<file path="src/rtl/mult_pkg.sv">
// Shared constants for the sequential shift-add multiplier: FSM state codes
// and the sign_mode encodings.
package mult_pkg;

  typedef logic [1:0] state_t;

  localparam state_t IDLE = 2'd0;
  localparam state_t RUN  = 2'd1;
  localparam state_t DONE = 2'd2;

  localparam logic MODE_UNSIGNED = 1'b0;
  localparam logic MODE_SIGNED   = 1'b1;

endpackage

</file>
<file path="src/rtl/mult_seq_if.sv">
// Request/response bundle between a requester and the sequential multiplier.
interface mult_seq_if #(parameter int WIDTH = 32);

  logic                 start;
  logic                 sign_mode;
  logic [WIDTH-1:0]     a;
  logic [WIDTH-1:0]     b;
  logic                 cancel;
  logic                 cpu_stall;
  logic [2*WIDTH-1:0]   z;
  logic                 busy;
  logic                 finish;

  modport master (
    output start, sign_mode, a, b, cancel, cpu_stall,
    input  z, busy, finish
  );

  modport slave (
    input  start, sign_mode, a, b, cancel, cpu_stall,
    output z, busy, finish
  );

endinterface

</file>
<file path="src/rtl/mult_sign_fix.sv">
// Conditional two's-complement negation: yields the magnitude of a signed
// operand, or re-applies the sign to an unsigned product.
module mult_sign_fix #(
  parameter int WIDTH = 32
) (
  input  logic [WIDTH-1:0] value,
  input  logic             negate,
  output logic [WIDTH-1:0] result
);

  assign result = negate ? (~value + WIDTH'(1)) : value;

endmodule

</file>
<file path="src/rtl/mult_seq.sv">
// Iterative WIDTH-cycle shift-add multiplier with signed/unsigned modes,
// pipeline stall, cancel and restart-on-start.
import mult_pkg::*;

module mult_seq #(
  parameter int WIDTH = 32
) (
  input  logic       clk,
  input  logic       reset_n,
  mult_seq_if.slave  bus
);

  localparam int CW = $clog2(WIDTH + 1);

  state_t              state;
  logic [WIDTH-1:0]    mult_a;
  logic [WIDTH-1:0]    mult_b;
  logic [WIDTH-1:0]    partial;
  logic [CW-1:0]       count;
  logic                negate;
  logic [2*WIDTH-1:0]  z_reg;

  logic                signed_mode;
  logic [WIDTH-1:0]    a_mag;
  logic [WIDTH-1:0]    b_mag;
  logic [WIDTH:0]      sum;
  logic [2*WIDTH-1:0]  product_next;
  logic [2*WIDTH-1:0]  product_fixed;

  assign signed_mode = (bus.sign_mode == MODE_SIGNED);

  mult_sign_fix #(.WIDTH(WIDTH)) u_fix_a (
    .value  (bus.a),
    .negate (signed_mode & bus.a[WIDTH-1]),
    .result (a_mag)
  );

  mult_sign_fix #(.WIDTH(WIDTH)) u_fix_b (
    .value  (bus.b),
    .negate (signed_mode & bus.b[WIDTH-1]),
    .result (b_mag)
  );

  // One shift-add step; the last step's shifted pair is the full magnitude product.
  assign sum          = {1'b0, partial} + (mult_b[0] ? {1'b0, mult_a} : {(WIDTH+1){1'b0}});
  assign product_next = {sum, mult_b[WIDTH-1:1]};

  mult_sign_fix #(.WIDTH(2*WIDTH)) u_fix_z (
    .value  (product_next),
    .negate (negate),
    .result (product_fixed)
  );

  always_ff @(posedge clk or negedge reset_n) begin
    if (!reset_n) begin
      state   <= IDLE;
      mult_a  <= '0;
      mult_b  <= '0;
      partial <= '0;
      count   <= '0;
      negate  <= 1'b0;
      z_reg   <= '0;
    end else if (bus.start) begin
      state   <= RUN;
      mult_a  <= a_mag;
      mult_b  <= b_mag;
      partial <= '0;
      count   <= CW'(WIDTH);
      negate  <= signed_mode & (bus.a[WIDTH-1] ^ bus.b[WIDTH-1]);
    end else begin
      case (state)
        RUN: begin
          if (bus.cancel) begin
            state <= IDLE;
          end else if (!bus.cpu_stall) begin
            partial <= sum[WIDTH:1];
            mult_b  <= {sum[0], mult_b[WIDTH-1:1]};
            count   <= count - CW'(1);
            if (count == CW'(1)) begin
              z_reg <= product_fixed;
              state <= DONE;
            end
          end
        end
        DONE:    state <= IDLE;
        default: state <= IDLE;
      endcase
    end
  end

  assign bus.busy   = (state == RUN);
  assign bus.finish = (state == DONE);
  assign bus.z      = z_reg;

endmodule

</file>
<file path="src/flat_wrapper.sv">
// flat-port wrapper written by rule: the top's interface ports become plain ports
module mult_seq_flat 
#(
  parameter int WIDTH = 32
)
  (clk, reset_n, bus_start, bus_sign_mode, bus_a, bus_b, bus_cancel, bus_cpu_stall, bus_z, bus_busy, bus_finish);
  mult_seq_if #(.WIDTH(WIDTH)) bus_i ();
  input  logic clk;
  input  logic reset_n;
  input wire logic [$bits(bus_i.start)-1:0] bus_start;
  input wire logic [$bits(bus_i.sign_mode)-1:0] bus_sign_mode;
  input wire logic [$bits(bus_i.a)-1:0] bus_a;
  input wire logic [$bits(bus_i.b)-1:0] bus_b;
  input wire logic [$bits(bus_i.cancel)-1:0] bus_cancel;
  input wire logic [$bits(bus_i.cpu_stall)-1:0] bus_cpu_stall;
  output wire logic [$bits(bus_i.z)-1:0] bus_z;
  output wire logic [$bits(bus_i.busy)-1:0] bus_busy;
  output wire logic [$bits(bus_i.finish)-1:0] bus_finish;
  assign bus_i.start = bus_start;
  assign bus_i.sign_mode = bus_sign_mode;
  assign bus_i.a = bus_a;
  assign bus_i.b = bus_b;
  assign bus_i.cancel = bus_cancel;
  assign bus_i.cpu_stall = bus_cpu_stall;
  assign bus_z = bus_i.z;
  assign bus_busy = bus_i.busy;
  assign bus_finish = bus_i.finish;
  mult_seq #(.WIDTH(WIDTH)) u_core (.clk(clk), .reset_n(reset_n), .bus(bus_i));
endmodule
</file>
<file path="config.mk">
export PLATFORM = sky130hd
export DESIGN_NAME = mult_seq_flat
export DESIGN_NICKNAME = d
export VERILOG_FILES = /design/src/rtl/mult_pkg.sv /design/src/rtl/mult_seq_if.sv /design/src/rtl/mult_sign_fix.sv /design/src/rtl/mult_seq.sv /design/src/flat_wrapper.sv
export SDC_FILE = /design/constraint.sdc
export NUM_CORES = 1
export LEC_CHECK = 0
export BUFFER_PORTS_ARGS = -buffer_cell sky130_fd_sc_hd__buf_2
export CORE_MARGIN = 2
export CORE_UTILIZATION = 52
export DETAILED_ROUTE_END_ITERATION = 12
export PLACE_DENSITY = 0.72
export SLEW_MARGIN = 20
export SYNTH_ARGS = -nofsm -noshare
export SYNTH_HDL_FRONTEND = slang
export SYNTH_SLANG_ARGS = --single-unit
</file>
<file path="constraint.sdc">
create_clock -name clk -period 9.6 [get_ports clk]
set_input_delay 0 -clock clk [delete_from_list [all_inputs] [get_ports clk]]
set_output_delay 0 -clock clk [all_outputs]
set_load 0.01 [all_outputs]
</file>
# == Word-level counts from Yosys, hierarchy flattened ==
# Cells that the tools add are included.
# word_totals
n_memories,0
inputBits,70
output_inout_bits,66
rom_bits,0
latch_bits,0
ff_bits,169
word_cells,54
mem_bits_rw,0
# op_classes
magnitude_cmp,0
n_eq_ne,7
n_mux,21
multipliers,0
bitwise_logic,10
n_reduce_logical,4
n_shift,0
div,0
n_addsub,5
# ops
cell,count
32-bit 2-to-1 mux,11
"32-bit by 1-bit adder with 32-bit output, second input constant",2
"64-bit by 1-bit adder with 64-bit output, second input constant",1
64-bit 2-to-1 mux,1
32-bit inverter,2
64-bit inverter,1
32-bit by 33-bit adder with 33-bit output,1
6-bit 2-to-1 mux,4
2-bit 2-to-1 mux,5
"6-bit by 1-bit equality test with 1-bit output, second input constant",1
"6-bit by 1-bit subtractor with 6-bit output, second input constant",1
5-bit AND reduction,1
"2-bit inequality test, second input constant",2
"4-bit by 3-bit inequality test with 1-bit output, second input constant",1
"4-bit inequality test, second input constant",1
1-bit bitwise AND,3
1-bit inverter,3
3-bit AND reduction,1
"2-bit by 1-bit equality test with 1-bit output, second input constant",1
"2-bit equality test, second input constant",1
2-bit AND reduction,1
2-bit nonzero test,1
1-bit XOR,1

# == Logic depth before layout (Yosys ltp) ==
# logic_depth
depth_word,6
ltp_mapped,15
ltp_nobuf,13

# == Cells and area by module ==
# From an unflattened synthesis, not the netlist that was laid out.
# hier_totals
cells_unflattened,1406
area_unflattened_um2,12336.8
# by_module_without_submodules
mod,instances,area_each_um2,cells_per_inst,seq_area_each_um2
mult_seq,1,9133.8,1002,4229.1
mult_sign_fix at u_core.u_fix_z,1,1649.1,206,0.0
mult_sign_fix at u_core.u_fix_a ...,2,777.0,99,0.0

# == Worst setup path after synthesis ==
# OpenSTA, ideal clock, no wires.
# synth_timing
kind,register to register
from,reg u_core.mult_b[0]
to,reg u_core.z_reg[63] (netlist: u_core.bus.z[63])
period_less_slack_ns,4.050
path_slack_ns,5.550
arrival_ns,3.921
required_time_ns,9.471
path_buffers,2
setup_ns,0.129
stages_incl_launch_ff,16
cell_sequence,dfrtp_1 -> clkbuf_1 -> and2_1 -> ha_1 -> fa_1 -> a21o_1 -> a221oi_2 -> o211ai_2 -> xnor2_2 -> nand4_1 -> or4_4 -> or4_1 -> buf_2 -> o41ai_2 -> xnor2_1 -> o21ai_1
# synth_via
elab_chain_len,5
# synth_rtl
item,line_no,source
"start, declared",mult_seq.sv:17,logic [WIDTH-1:0] mult_b;
"start signal, assigned",mult_seq.sv:66,mult_b <= b_mag;
"start signal, assigned",mult_seq.sv:77,"mult_b <= {sum[0], mult_b[WIDTH-1:1]};"
32-bit 2-to-1 mux (*),mult_seq.sv:45,"assign sum = {1'b0, partial} + (mult_b[0] ? {1'b0, mult_a} : {(WIDTH+1){1'b0}});"
32-bit by 33-bit adder with 33-bit output (*),mult_seq.sv:45,
64-bit inverter,mult_sign_fix.sv:11,assign result = negate ? (~value + WIDTH'(1)) : value;
64-bit by 1-bit adder with 64-bit output,mult_sign_fix.sv:11,
64-bit 2-to-1 mux (*),mult_sign_fix.sv:11,
"end signal, assigned",mult_seq.sv:80,z_reg <= product_fixed;
"end, declared",mult_seq.sv:21,logic [2*WIDTH-1:0] z_reg;
# Mark *: on every way between the ends. The rest lies on a longest branch, timed or not.
# A chain may end at the register's enable or synchronous reset.

# == Worst setup path in the final report ==
# Same ends and word-level chain as after synthesis.

==> results by group <==
Final layout
  • ANT cells: 0
  • Largest register FFs: 64
  • Layout cell share with drive strength beyond 1: 13.8%
  • Fill count: 1876
  • Fin cells: 1790
  • Area growth from synthesis to layout: 17.4%
  • Reg area: 4230 um2
  • Multi-input gate area: 6820 um2
  • Layout Nets: 1605

Placement
  • Gpl congestion: 0.921
  • HPWL Detailed: 22.0 mm
  • IO buf count: 135
  • Placed cell count: 1689

Pwr
  • Internal power contribution: 0.00129 W
  • Switch Pwr: 0.000674 W
  • Peak VDD IR: 0.0989 mV
  • Sequential group share of total power: 41.7%
  • Pwr Density: 146 nW/um2
  • Clock share of power: 34.2%
  • Sw frac: 34.2%
  • LEAKAGE: 5.97 nW
  • Combinational share of power: 24.1%

Critical path
  • CP endpoint kind: flop
  • Critical path peak fanout: 33
  • Worst reg2reg path depth: 13
  • Startpoint types: flop
  • WP data required: 9.88 ns
  • WS Path Type: reg -> reg
  • CP arrival: 5.11 ns

Global routing
  • Largest net degree at the start of global routing: 121
  • Overall Global Routing Usage: 26.9%
  • M2 GR Usage: 39.0%
  • Vias in the first global route: 9563
  • Busiest grt layer: met1
  • Global-route wire length before repair: 51.3 mm
  • Met3 Track Usage GR: 3.95%
  • Initial antenna violation count: 0
  • Total gr overflow: 0
  • Met1 usage: 42.1%

Logic synthesis
  • Top cells by area, synth: dfrtp_1 37%, xor2_1 6.8%, nand2_1 6.5%, o21ai_0 6.3%, a21oi_1 4.6%
  • Syn Inst Count: 1350
  • Distinct cell type count after synthesis: 79
  • Adder-cell area share of the yosys netlist: 4.21%
  • Syn Area/Cell: 8.49 um2
  • Mux cell area share after synthesis: 2.82%
  • Net Count, Synth: 1458
  • Synth Flop Type: dfrtp_1
  • Synthesized flop and latch total: 169
  • Most used standard cell by instance count after synthesis: nand2_1
  • List of most frequent post-synthesis cells: 199 x nand2_1, 169 x dfrtp_1, 145 x o21ai_0, 105 x a21oi_1, 97 x nor2_1
  • Synthesized cell area: 11500 um2
  • Ys Warns: 0
  • Synth Area in Compound Gates: 21.0%
  • Main combinational cell family by area after synthesis: compound AO/OA/AOI/OAI gates
  • Synth top area share: 36.9%
  • XOR/XNOR Fraction of Synth Area: 11.6%
  • Sequential-to-total area share from yosys stat: 36.9%
  • Area leader, netlist: dfrtp_1
  • Post-synth EDFFs: 0
  • Simple logic cell fraction of the synthesized area: 19.9%
  • Synth async-reset ratio: 100%

STA
  • Clock Skews: 0.0129 ns
  • Unrepaired setup endpoints after global routing: false
  • Final min period: 4.83 ns
  • Setup TNS: 0 ns
  • Highest clock rate: 0.207 GHz
  • Slew @ Worst Pin: 1.03 ns
  • Endpoints failing setup: 0
  • Worst relative slew slack: 31.4%
  • Final Max Slew Viols: 0
  • Fin. Hold Viols: 0
  • Fin crit share: 50.3%

Clock tree
  • Sink Count: 169
  • Worst-path clk slew: 0.07 ns
  • Clk_lat worst skew: 0.44 ns
  • Hold Buf Count CTS: 69
  • CTS root buf: clkbuf_16
  • Post-CTS setup buffer count: 0
  • CTS buffer count: 17
  • CTS resizes: 0
  • H-tree depth: 4
  • Max Root-Sink Buffers: 2
  • CTS tree: built

Detailed routing
  • Via Count: 10300
  • Final antenna-violating net count: 0
  • DR WL/cell: 17.4 um
  • Vias/cell: 5.78
  • Drt pass-1 iters: 5
  • DRC: 0
  • Post-Route WL: 31.2 mm
  • Initial drt markers: 842

Die
  • Chip width: 152 um
  • Row count: 54
  • Initial Util: 52.7%
  • I/O pin count: 136
  • Die area: 23200 um2
  • Die height: 152 um
  • Core area: 21800 um2

Job
  • Total of max-cap violations: 0

Run status
  • Status: finished, final reports clean

Min path
  • Hold Crit Depth: 5
  • HP Class: in -> reg
-- layout make-up --
cell class / instances / area share (%)
Inverter: 19 / 0.530
Tap cell: 280 / 2.60
Clock buffer: 18 / 3.19
Multi-Input combinational cell: 1080 / 50.7
Clock inverter: 14 / 0.986
Sequential cell: 169 / 31.4
Timing Repair Buffer: 210 / 10.6
-- metal layers --
metal	part of all wire [%]	up-vias	wire [um]
met3	6.1	52	1900
met5	0	-	0
met1	49	4855	15400
met4	1.9	0	593
li1	-	5079	-
met2	43	359	13300
-- metrics by stage --
stage / hold WS [ns] / area, um2 / setup WS (ns) / utilization [%] / total power (W)
final: 0.0482 / 13500 / 4.77 / 61.9 / 0.00197
after global routing: 0.0953 / 13500 / 4.29 / 61.9 / 0.00206
after CTS: 0.0306 / 13500 / 4.78 / 61.9 / 0.00197
after detailed placement: 0.186 / 12200 / 4.80 / 56.1 / 0.00128
after global placement: 0.182 / 12200 / 4.89 / 56.1 / 0.00127
after floorplan: -0.296 / 11500 / 5.55 / - / 0.00113
-- cell usage in the layout, fill, tap and decap left out, types with 42 or more instances in the layout --
master	count
a21oi_1	105
and2_1	42
buf_2	133
dfrtp_1	169
dlygate4sd3_1	69
nand2_1	199
nor2_1	97
o21ai_0	145
xnor2_1	59
xor2_1	89
-- critical path, stage by stage (launching register included) --
cell      delay, ns
dfrtp_1        0.75
and2_1         0.32
ha_1           0.22
fa_1           0.46
a21o_1         0.24
a221oi_2       0.38
o211ai_2       0.20
xnor2_2        0.25
nand4_1        0.23
or4_4          0.56
or4_1          0.57
o41ai_2        0.28
xnor2_1        0.15
o21ai_1        0.07
-- worst paths after layout --
check | slack (ns) | start | endpoint
min in group asynchronous | 0.24 | reset_n | u_core.state[1]
min reg2reg | 0.47 | u_core.bus.z[46] | u_core.bus.z[46]
max reg2reg | 4.77 | u_core.mult_b[0] | u_core.bus.z[63]
max in group asynchronous | 7.92 | reset_n | u_core.bus.z[46]
max | 4.77 | u_core.mult_b[0] | u_core.bus.z[63]
min | 0.05 | bus_b[15] | u_core.mult_b[15]
-- cell families (layout without fill, tap and decap cells) --
family | count (synthesis) | count (layout)
multiplexers | 32 | 32
adder cells (fa/ha/maj) | 38 | 38
XOR/XNOR | 150 | 150
AND/OR/NAND/NOR | 473 | 473
AO/OA/AOI/OAI | 387 | 387
flip-flops | 169 | 169
buffers and inverters | 101 | 261
-- power by group through the flow --
stage	Clock, W	Sequential [W]	Combinational (W)
2_1_floorplan	0	0.000813	0.000319
3_3_place_gp	0	0.000831	0.000438
5_1_grt	0.000709	0.000829	0.000526
4_1_cts	0.000679	0.000819	0.000469
6_report	0.000672	0.000821	0.000475
3_5_place_dp	0	0.000832	0.000445
No activity file was read; power rests on OpenSTA's default activity.
